$ cat src/rtl/uart_result_tx.sv
// uart_result_tx: 8N1 UART transmitter that returns inference results to the host.
// A start pulse in IDLE latches the payload and sends one frame. The frame is
// SYNC_BYTE, then the payload bytes LSB-byte-first, then the XOR of all payload bytes.
// Ports:
//   clk      system clock, rising edge
//   rst      asynchronous active-high reset
//   start    frame request, honoured only while busy=0
//   payload  result word, byte k = payload[8k+7:8k]
//   tx       serial line, idle high, registered
//   busy     high while a frame is in flight
//   done     one-cycle pulse when the final stop bit ends
module uart_result_tx #(
  parameter int unsigned CLK_FREQ  = 50_000_000,
  parameter int unsigned BAUD_RATE = 115_200,
  parameter int unsigned NUM_BYTES = 4,
  parameter logic [7:0]  SYNC_BYTE = 8'hA5
) (
  input  logic                   clk,
  input  logic                   rst,
  input  logic                   start,
  input  logic [8*NUM_BYTES-1:0] payload,
  output logic                   tx,
  output logic                   busy,
  output logic                   done
);

  localparam int unsigned CLKS_PER_BIT = CLK_FREQ / BAUD_RATE;
  localparam int unsigned PAY_W        = 8 * NUM_BYTES;
  localparam int unsigned IDX_W        = $clog2(NUM_BYTES + 2);
  localparam logic [15:0]      BAUD_LAST = 16'(CLKS_PER_BIT - 1);
  localparam logic [IDX_W-1:0] LAST_IDX  = IDX_W'(NUM_BYTES + 1);

  typedef enum logic [1:0] {
    IDLE,
    START_BIT,
    DATA_BITS,
    STOP_BIT
  } state_t;

  state_t           state_q, state_d;
  logic [15:0]      baud_q, baud_d;
  logic [2:0]       bit_q, bit_d;
  logic [IDX_W-1:0] idx_q, idx_d;
  logic [7:0]       shreg_q, shreg_d;
  logic [PAY_W-1:0] payload_q, payload_d;
  logic [7:0]       chk_q, chk_d;
  logic             tx_d, busy_d, done_d;
  logic [7:0]       pay_xor_c;
  logic [7:0]       next_byte_c;
  logic             bit_end_c;

  // Checksum of the live payload input, captured at accept.
  always_comb begin
    pay_xor_c = '0;
    for (int unsigned k = 0; k < NUM_BYTES; k++) begin
      pay_xor_c = pay_xor_c ^ payload[8*k +: 8];
    end
  end

  // Byte that follows frame index idx_q: payload byte idx_q, or the checksum.
  always_comb begin
    next_byte_c = SYNC_BYTE;
    for (int unsigned k = 0; k < NUM_BYTES; k++) begin
      if (idx_q == IDX_W'(k)) next_byte_c = payload_q[8*k +: 8];
    end
    if (idx_q == IDX_W'(NUM_BYTES)) next_byte_c = chk_q;
  end

  assign bit_end_c = (baud_q == BAUD_LAST);

  // Next-state and next-output logic; tx/busy/done are registered below.
  always_comb begin
    state_d   = state_q;
    baud_d    = baud_q;
    bit_d     = bit_q;
    idx_d     = idx_q;
    shreg_d   = shreg_q;
    payload_d = payload_q;
    chk_d     = chk_q;
    tx_d      = tx;
    busy_d    = busy;
    done_d    = 1'b0;

    case (state_q)
      IDLE: begin
        tx_d   = 1'b1;
        busy_d = 1'b0;
        if (start) begin
          payload_d = payload;
          chk_d     = pay_xor_c;
          shreg_d   = SYNC_BYTE;
          idx_d     = '0;
          bit_d     = '0;
          baud_d    = '0;
          tx_d      = 1'b0;
          busy_d    = 1'b1;
          state_d   = START_BIT;
        end
      end

      START_BIT: begin
        if (bit_end_c) begin
          baud_d  = '0;
          bit_d   = '0;
          tx_d    = shreg_q[0];
          state_d = DATA_BITS;
        end else begin
          baud_d = baud_q + 16'd1;
        end
      end

      DATA_BITS: begin
        if (bit_end_c) begin
          baud_d = '0;
          if (bit_q == 3'd7) begin
            tx_d    = 1'b1;
            state_d = STOP_BIT;
          end else begin
            bit_d   = bit_q + 3'd1;
            shreg_d = {1'b0, shreg_q[7:1]};
            tx_d    = shreg_q[1];
          end
        end else begin
          baud_d = baud_q + 16'd1;
        end
      end

      STOP_BIT: begin
        if (bit_end_c) begin
          baud_d = '0;
          if (idx_q == LAST_IDX) begin
            tx_d    = 1'b1;
            busy_d  = 1'b0;
            done_d  = 1'b1;
            state_d = IDLE;
          end else begin
            // No idle gap: the next start bit follows the stop bit directly.
            idx_d   = idx_q + IDX_W'(1);
            shreg_d = next_byte_c;
            tx_d    = 1'b0;
            state_d = START_BIT;
          end
        end else begin
          baud_d = baud_q + 16'd1;
        end
      end

      default: state_d = IDLE;
    endcase
  end

  // State and output registers.
  always_ff @(posedge clk or posedge rst) begin
    if (rst) begin
      state_q   <= IDLE;
      baud_q    <= '0;
      bit_q     <= '0;
      idx_q     <= '0;
      shreg_q   <= '0;
      payload_q <= '0;
      chk_q     <= '0;
      tx        <= 1'b1;
      busy      <= 1'b0;
      done      <= 1'b0;
    end else begin
      state_q   <= state_d;
      baud_q    <= baud_d;
      bit_q     <= bit_d;
      idx_q     <= idx_d;
      shreg_q   <= shreg_d;
      payload_q <= payload_d;
      chk_q     <= chk_d;
      tx        <= tx_d;
      busy      <= busy_d;
      done      <= done_d;
    end
  end

endmodule
$ cat config.mk
export PLATFORM = sky130hd
export DESIGN_NAME = uart_result_tx
export DESIGN_NICKNAME = d
export VERILOG_FILES = /design/src/rtl/uart_result_tx.sv
export SDC_FILE = /design/constraint.sdc
export NUM_CORES = 1
export LEC_CHECK = 0
export ABC_AREA = 1
export ABC_CLOCK_PERIOD_IN_PS = 2800
export CELL_PAD_IN_SITES_DETAIL_PLACEMENT = 1
export CELL_PAD_IN_SITES_GLOBAL_PLACEMENT = 1
export CORE_MARGIN = 1
export CORE_UTILIZATION = 40
export CTS_CLUSTER_SIZE = 28
export DETAILED_ROUTE_END_ITERATION = 6
export MAX_ROUTING_LAYER = met4
export PLACE_DENSITY = 0.81
export SYNTH_ARGS = -nofsm -noshare
export SYNTH_HDL_FRONTEND = slang
export SYNTH_SLANG_ARGS = --single-unit
$ cat constraint.sdc
create_clock -name clk -period 2.8 [get_ports clk]
set_input_delay 0.56 -clock clk [delete_from_list [all_inputs] [get_ports clk]]
set_output_delay 0.56 -clock clk [all_outputs]
set_load 0.01 [all_outputs]
==> flow_summary_export.csv, run 1 <==
group,metric,value,unit
clock_network,root_buffer,"clkbuf_8",
layout,diodes,0,
sta,finClkSkew,15.8,ps
clock_network,clock_latency,350,ps
sta,max_freq,472,MHz
synthesis,ys.warnings.count,0,
synthesis,synth_edf_count,0,
layout,fin_area,5150,um2
layout,syn_to_final_growth,17.3,%
synthesis,ys_seq_elements,75,
sta,maxSlewViolCount,0,
worst_setup_path,worstPathRequired,3040,ps
min_path,min_path_type,"flip-flop to flip-flop",
worst_setup_path,arrival,2360,ps
clock_network,cts_tree,"done",
layout,layout-drive-gt1-share,0.110,
place,gp_congestion,0.822,
grt,overflow,0,
routing,vias,3794,
clock_network,clockBufferDepth,2,
flow_run,cap_viol_max_count,0,
routing,wire_per_inst,14.8,um
clock_network,cts_resized,0,
routing,ant_nets,0,
sta,period_share,0.757,
sta,grt_setup_unrepaired,"no",
floorplanning,die_h,107,um
floorplanning,die-area,11400,um2
synthesis,synth-main-ff-cell,"dfrtp_1",
synthesis,syn-cell-area,4390,um2
clock_network,htreeDepth,3,
synthesis,syn_area_per_cell,7.53,um2
grt,grt_pass1_wl,19700,um
routing,vias_per_cell,4.97,
sta,setup_violations,0,
routing,drt_iter0_drc,126,
clock_network,cts_buffers,9,
clock_network,cts_setup_buffers,0,
power_and_ir_drop,p_per_area,436,nW/um2
layout,layout.nets,673,
clock_network,cts_sinks,75,
routing,remaining_drc_errors,0,
floorplanning,die_width,107,um
synthesis,synth_area_leaders,"dfrtp_1 (42%), nand2_1 (14%), inv_1 (7.4%)",
worst_setup_path,critPathMaxFanout,16,
sta,slew_headroom,0.617,
synthesis,synthDistinctLibCells,34,
synthesis,ys_seq_area_frac,0.428,
synthesis,yosysMostFrequentCell,"nand2_1",
synthesis,synth_top_area_frac,0.422,
worst_setup_path,crit_path_end_kind,"flip-flop",
synthesis,synth-async-reset-ratio,1.00,
worst_setup_path,critPathLaunchType,"flip-flop",
synthesis,synth_area_leader_cell,"dfrtp_1",
floorplanning,rows,37,
worst_setup_path,path_class,"flip-flop to flip-flop",
sta,fin_setup_tns,0,ps
place,placed_cell_area,4910,um2
outcome,status,"completed",
grt,grt.total_usage,0.225,
routing,drt_first_pass_iters,5,
grt,grt_start_max_net_pins,69,
place,port-buffer-count,37,
floorplanning,pin_count,38,
clock_network,cts.clk_slew.worst_paths,80,ps
routing,drt_wl_total,11300,um
grt,antenna_found_initial,0,
place,post-dp-hpwl,8420,um
clock_network,ctsHoldBuffers,0,
synthesis,syn_inst,583,
grt,grt_pass1_vias,4059,
sta,post-route-min-period,2120,ps
synthesis,synth_fp_nets,633,
power_and_ir_drop,p_leak,2.68,nW
sta,finalHoldViolCount,0,
power_and_ir_drop,ir_drop,215,uV
synthesis,synthTopCellsByCount,"nand2_1 (166), inv_1 (86), dfrtp_1 (74), o21ai_0 (44), nor2_1 (42)",
sta,worstMarginPinSlew,574,ps
floorplanning,initial_utilization,0.420,
floorplanning,core_area,10500,um2
power breakdown:
part | internal [mW] | leakage (nW) | switching (mW) | total [mW]
clock network | 0.618 | 0.117 | 0.414 | 1.03
registers | 1.08 | 0.853 | 0 | 1.08
logic | 0.0693 | 1.71 | 0.0619 | 0.131
sequential cells by signal, summed over array words and instances, names as in the netlist:
signal	count
payload_q	32
baud_q	16
chk_q	8
shreg_q	8
bit_q	3
idx_q	3
state_q	2
busy	1
done	1
tx	1
layout make-up:
class	count	area (um2)
fillers	1328	5310
clock inverters	4	97.6
well taps	136	170
flip-flops and latches	75	1880
inverters	94	359
repair buffers	41	425
clock buffers	12	145
multi-input cells	402	2070
per-layer routing:
metal,global-route usage,wire length (um)
met3,0.0450,280
met4,0.0538,136
met5,-,0
met2,0.379,5640
met1,0.278,5220
cell families after synthesis:
group | synth area share
and+or+nand+nor | 0.285
buffers and inverters | 0.100
AOI/OAI and AO/OA | 0.109
DFF | 0.428
xor gates and xnor gates | 0.0359
adders and majority gates | 0.0427
cell usage in the layout, fill, tap and decap left out, drive strengths merged:
cell,count
o21ai,54
buf,4
dfrtp,74
clkinvlp,1
or2,11
nand3,37
nand2,177
clkdlybuf4s50,37
bufinv,3
ha,15
a21oi,25
nor2,50
inv,91
nor3,3
xnor2,8
xor2,10
clkinv,3
o22ai,1
nand4,7
clkbuf,12
a31oi,2
dfstp,1
o21bai,1
o211ai,1
worst max-delay path, cell delays in order (launching register included):
cell and delay, ps:
dfrtp_1 450, inv_1 130, ha_1 330, nand2_2 320, nand2_1 150, nor2_2 200, nand4_1 180, nor2_1 160
a21oi_2 70
final timing paths:
path                                          start  slack [ps]  cells past startpoint                       end
setup / recovery             state_q[0]$_DFFE_PP0P_         680                      8    shreg_q[0]$_DFFE_PP0P_
hold / removal             payload_q[6]$_DFFE_PP0P_         490                      2  payload_q[6]$_DFFE_PP0P_
setup reg to reg             state_q[0]$_DFFE_PP0P_         680                      8    shreg_q[0]$_DFFE_PP0P_
hold reg to reg            payload_q[6]$_DFFE_PP0P_         490                      2  payload_q[6]$_DFFE_PP0P_
max in group asynchronous                       rst        1550                      3            tx$_DFFE_PP1P_
min in group asynchronous                       rst         580                      2    baud_q[14]$_DFFE_PP0N_
through the flow:
| step | hold WS (ps) | worst slack (ps) | power [mW] | utilization | cells |
|---|---|---|---|---|---|
| 2_1_floorplan | 441 | 332 | 1.16 | - | 583 |
| 3_3_place_gp | 464 | 622 | 1.23 | 0.469 | 748 |
| 3_5_place_dp | 471 | 538 | 1.24 | 0.469 | 748 |
| 4_1_cts | 493 | 673 | 2.27 | 0.492 | 764 |
| 5_1_grt | 511 | 507 | 2.33 | 0.492 | 764 |
| 6_report | 490 | 680 | 2.25 | 0.492 | 764 |
(Power assumes the default switching activity.)
==> run 2, diff against run 1 <==
ABC_CLOCK_PERIOD_IN_PS = 2150   (was 2800)
clock period = 2.15 ns   (was 2.8 ns; I/O delays follow)
==> run 2 against run 1 <==
Clock skew down 6.7 ps; sequential cell count unchanged; global-route usage up 0.39 points; clock power up 34%; via count up 0.18%.
==> flow_summary_export.csv, run 2 (synthesis gave the netlist of run 1 again) <==
group,metric,value,unit
grt,grtUsageMet3,0.0255,
layout,layout.nets,677,
worst_setup_path,worst_path_max_delay_cell,"dfrtp_1",
grt,overflow,0,
worst_setup_path,critPathMaxFanout,7,
power_and_ir_drop,p_per_area,571,nW/um2
grt,grt_start_max_net_pins,76,
flow_run,cap_viol_max_count,0,
min_path,min_path_type,"flip-flop to flip-flop",
place,placed_cell_area,4940,um2
routing,remaining_drc_errors,0,
clock_network,cts_setup_buffers,0,
clock_network,cts_tree,"done",
sta,worstMarginPinSlew,475,ps
routing,wire_per_inst,14.9,um
layout,syn_to_final_growth,18.1,%
worst_setup_path,worstPathRequired,2450,ps
grt,grt_pass1_wl,19800,um
clock_network,root_buffer,"clkbuf_8",
layout,final_common_cell,"nand2_1",
grt,met2_usage,0.389,
grt,grtUsageMet1,0.285,
floorplanning,core_area,10500,um2
clock_network,ctsHoldBuffers,0,
sta,period_share,0.902,
worst_setup_path,crit_top_cell,"nand2_1",
layout,finish.utilization,0.496,
sta,maxSlewViolCount,0,
sta,fin_setup_tns,0,ps
routing,drt_iter0_drc,153,
layout,largest_reg_flops,32,
worst_setup_path,crit_path_end_kind,"flip-flop",
layout,top_register,"payload_q",
sta,setup_violations,0,
clock_network,clock_latency,360,ps
routing,ant_nets,0,
worst_setup_path,path_class,"flip-flop to flip-flop",
floorplanning,pin_count,38,
worst_setup_path,crit_chain,"inv_1, ha_1, inv_2, nor2_1, nand2_1, nand3_1, nand3_1, nand2_1, nand2_1, a21oi_2",
grt,antenna_found_initial,0,
sta,slew_headroom,0.680,
grt,grt_pass1_vias,4175,
layout,layout-drive-gt1-share,0.119,
layout,nFillCells,1347,
sta,post-route-min-period,1940,ps
layout,fin_area,5180,um2
floorplanning,initial_utilization,0.420,
clock_network,cts.clk_slew.worst_paths,90,ps
clock_network,htreeDepth,3,
grt,busiest_layer,"met2",
worst_setup_path,crit_start,"idx_q[1]$_DFFE_PP0P_",
clock_network,cts_sinks,75,
sta,max_freq,516,MHz
worst_setup_path,critPathLaunchType,"flip-flop",
layout,diodes,0,
sta,finClkSkew,9.13,ps
routing,vias,3801,
layout,final_cell_mix,"nand2_1 (166), inv_1 (85), dfrtp_1 (74)",
sta,grt_setup_unrepaired,"no",
place,post-dp-hpwl,8360,um
floorplanning,die_h,107,um
sta,finalHoldViolCount,0,
worst_setup_path,arrival,2240,ps
outcome,status,"completed",
floorplanning,die_width,107,um
place,gp_congestion,0.818,
place,port-buffer-count,37,
min_path,hold_path_startpoint,"payload_q[6]$_DFFE_PP0P_",
floorplanning,die-area,11400,um2
clock_network,cts_buffers,9,
worst_setup_path,cp_slowest_stage_delay,440,ps
power_and_ir_drop,ir_drop,331,uV
clock_network,clockBufferDepth,2,
layout,top_regs,"payload_q (32), baud_q (16)",
routing,vias_per_cell,4.95,
clock_network,cts_resized,0,
floorplanning,rows,37,
worst_setup_path,worstReg2RegStart,"idx_q[1]$_DFFE_PP0P_",
routing,drt_wl_total,11500,um
power_and_ir_drop,p_leak,2.70,nW
routing,drt_first_pass_iters,4,
grt,grt.total_usage,0.229,
run 2: cell count changes in the layout (fill, tap and decap cells not counted):
cell,delta
buf_4,+4
clkinv_2,+2
clkbuf_1,-1
ha_1,-1
ha_2,+1
inv_2,-1
run 2: power breakdown:
group	leakage (nW)	switching, mW	total, mW	internal, mW
Sequential	0.853	0	1.41	1.41
Combinational	1.72	0.0831	0.173	0.0895
Clock	0.123	0.577	1.38	0.800
Total	2.70	0.660	2.96	2.30
run 2: layout make-up:
type | instances | area [um2] | area share
timing repair buffer | 45 | 455 | 0.0878
inverter | 94 | 363 | 0.0700
clock buffer | 11 | 141 | 0.0273
multi-input combinational | 402 | 2080 | 0.401
clock inverter | 5 | 100 | 0.0193
sequential | 75 | 1880 | 0.362
tap | 136 | 170 | 0.0328
run 2: worst paths after layout:
| path | to | slack [ps] | depth (start not counted) |
|---|---|---|---|
| max | shreg_q[3]$_DFFE_PP0P_ | 210 | 10 |
| min | payload_q[6]$_DFFE_PP0P_ | 480 | 2 |
| max reg2reg | shreg_q[3]$_DFFE_PP0P_ | 210 | 10 |
| min reg2reg | payload_q[6]$_DFFE_PP0P_ | 480 | 2 |
| max in group asynchronous | tx$_DFFE_PP1P_ | 1260 | 3 |
| min in group asynchronous | payload_q[2]$_DFFE_PP0P_ | 520 | 3 |
run 2: metal layers:
layer / up-vias / wire length (um)
li1: 1890 / -
met1: 1863 / 5350
met2: 37 / 5710
met3: 11 / 248
met4: 0 / 147
met5: - / 0
run 2: metrics by stage:
step	setup slack, ps	cells	total power, mW	hold WS [ps]
detailed placement	52.6	752	1.61	466
finish	210	768	2.96	484
floorplan	537	583	1.51	441
CTS	138	768	2.97	488
global placement	184	752	1.61	463
global route	18.5	768	3.04	510
run 2: worst max-delay path: cells and delay by family (launching register included):
kind                     cells  cell delay, ps
AO/OA/AOI/OAI                1             110
flip-flops                   1             440
AND/OR/NAND/NOR              6             700
buffers and inverters        2             250
adder cells (fa/ha/maj)      1             380
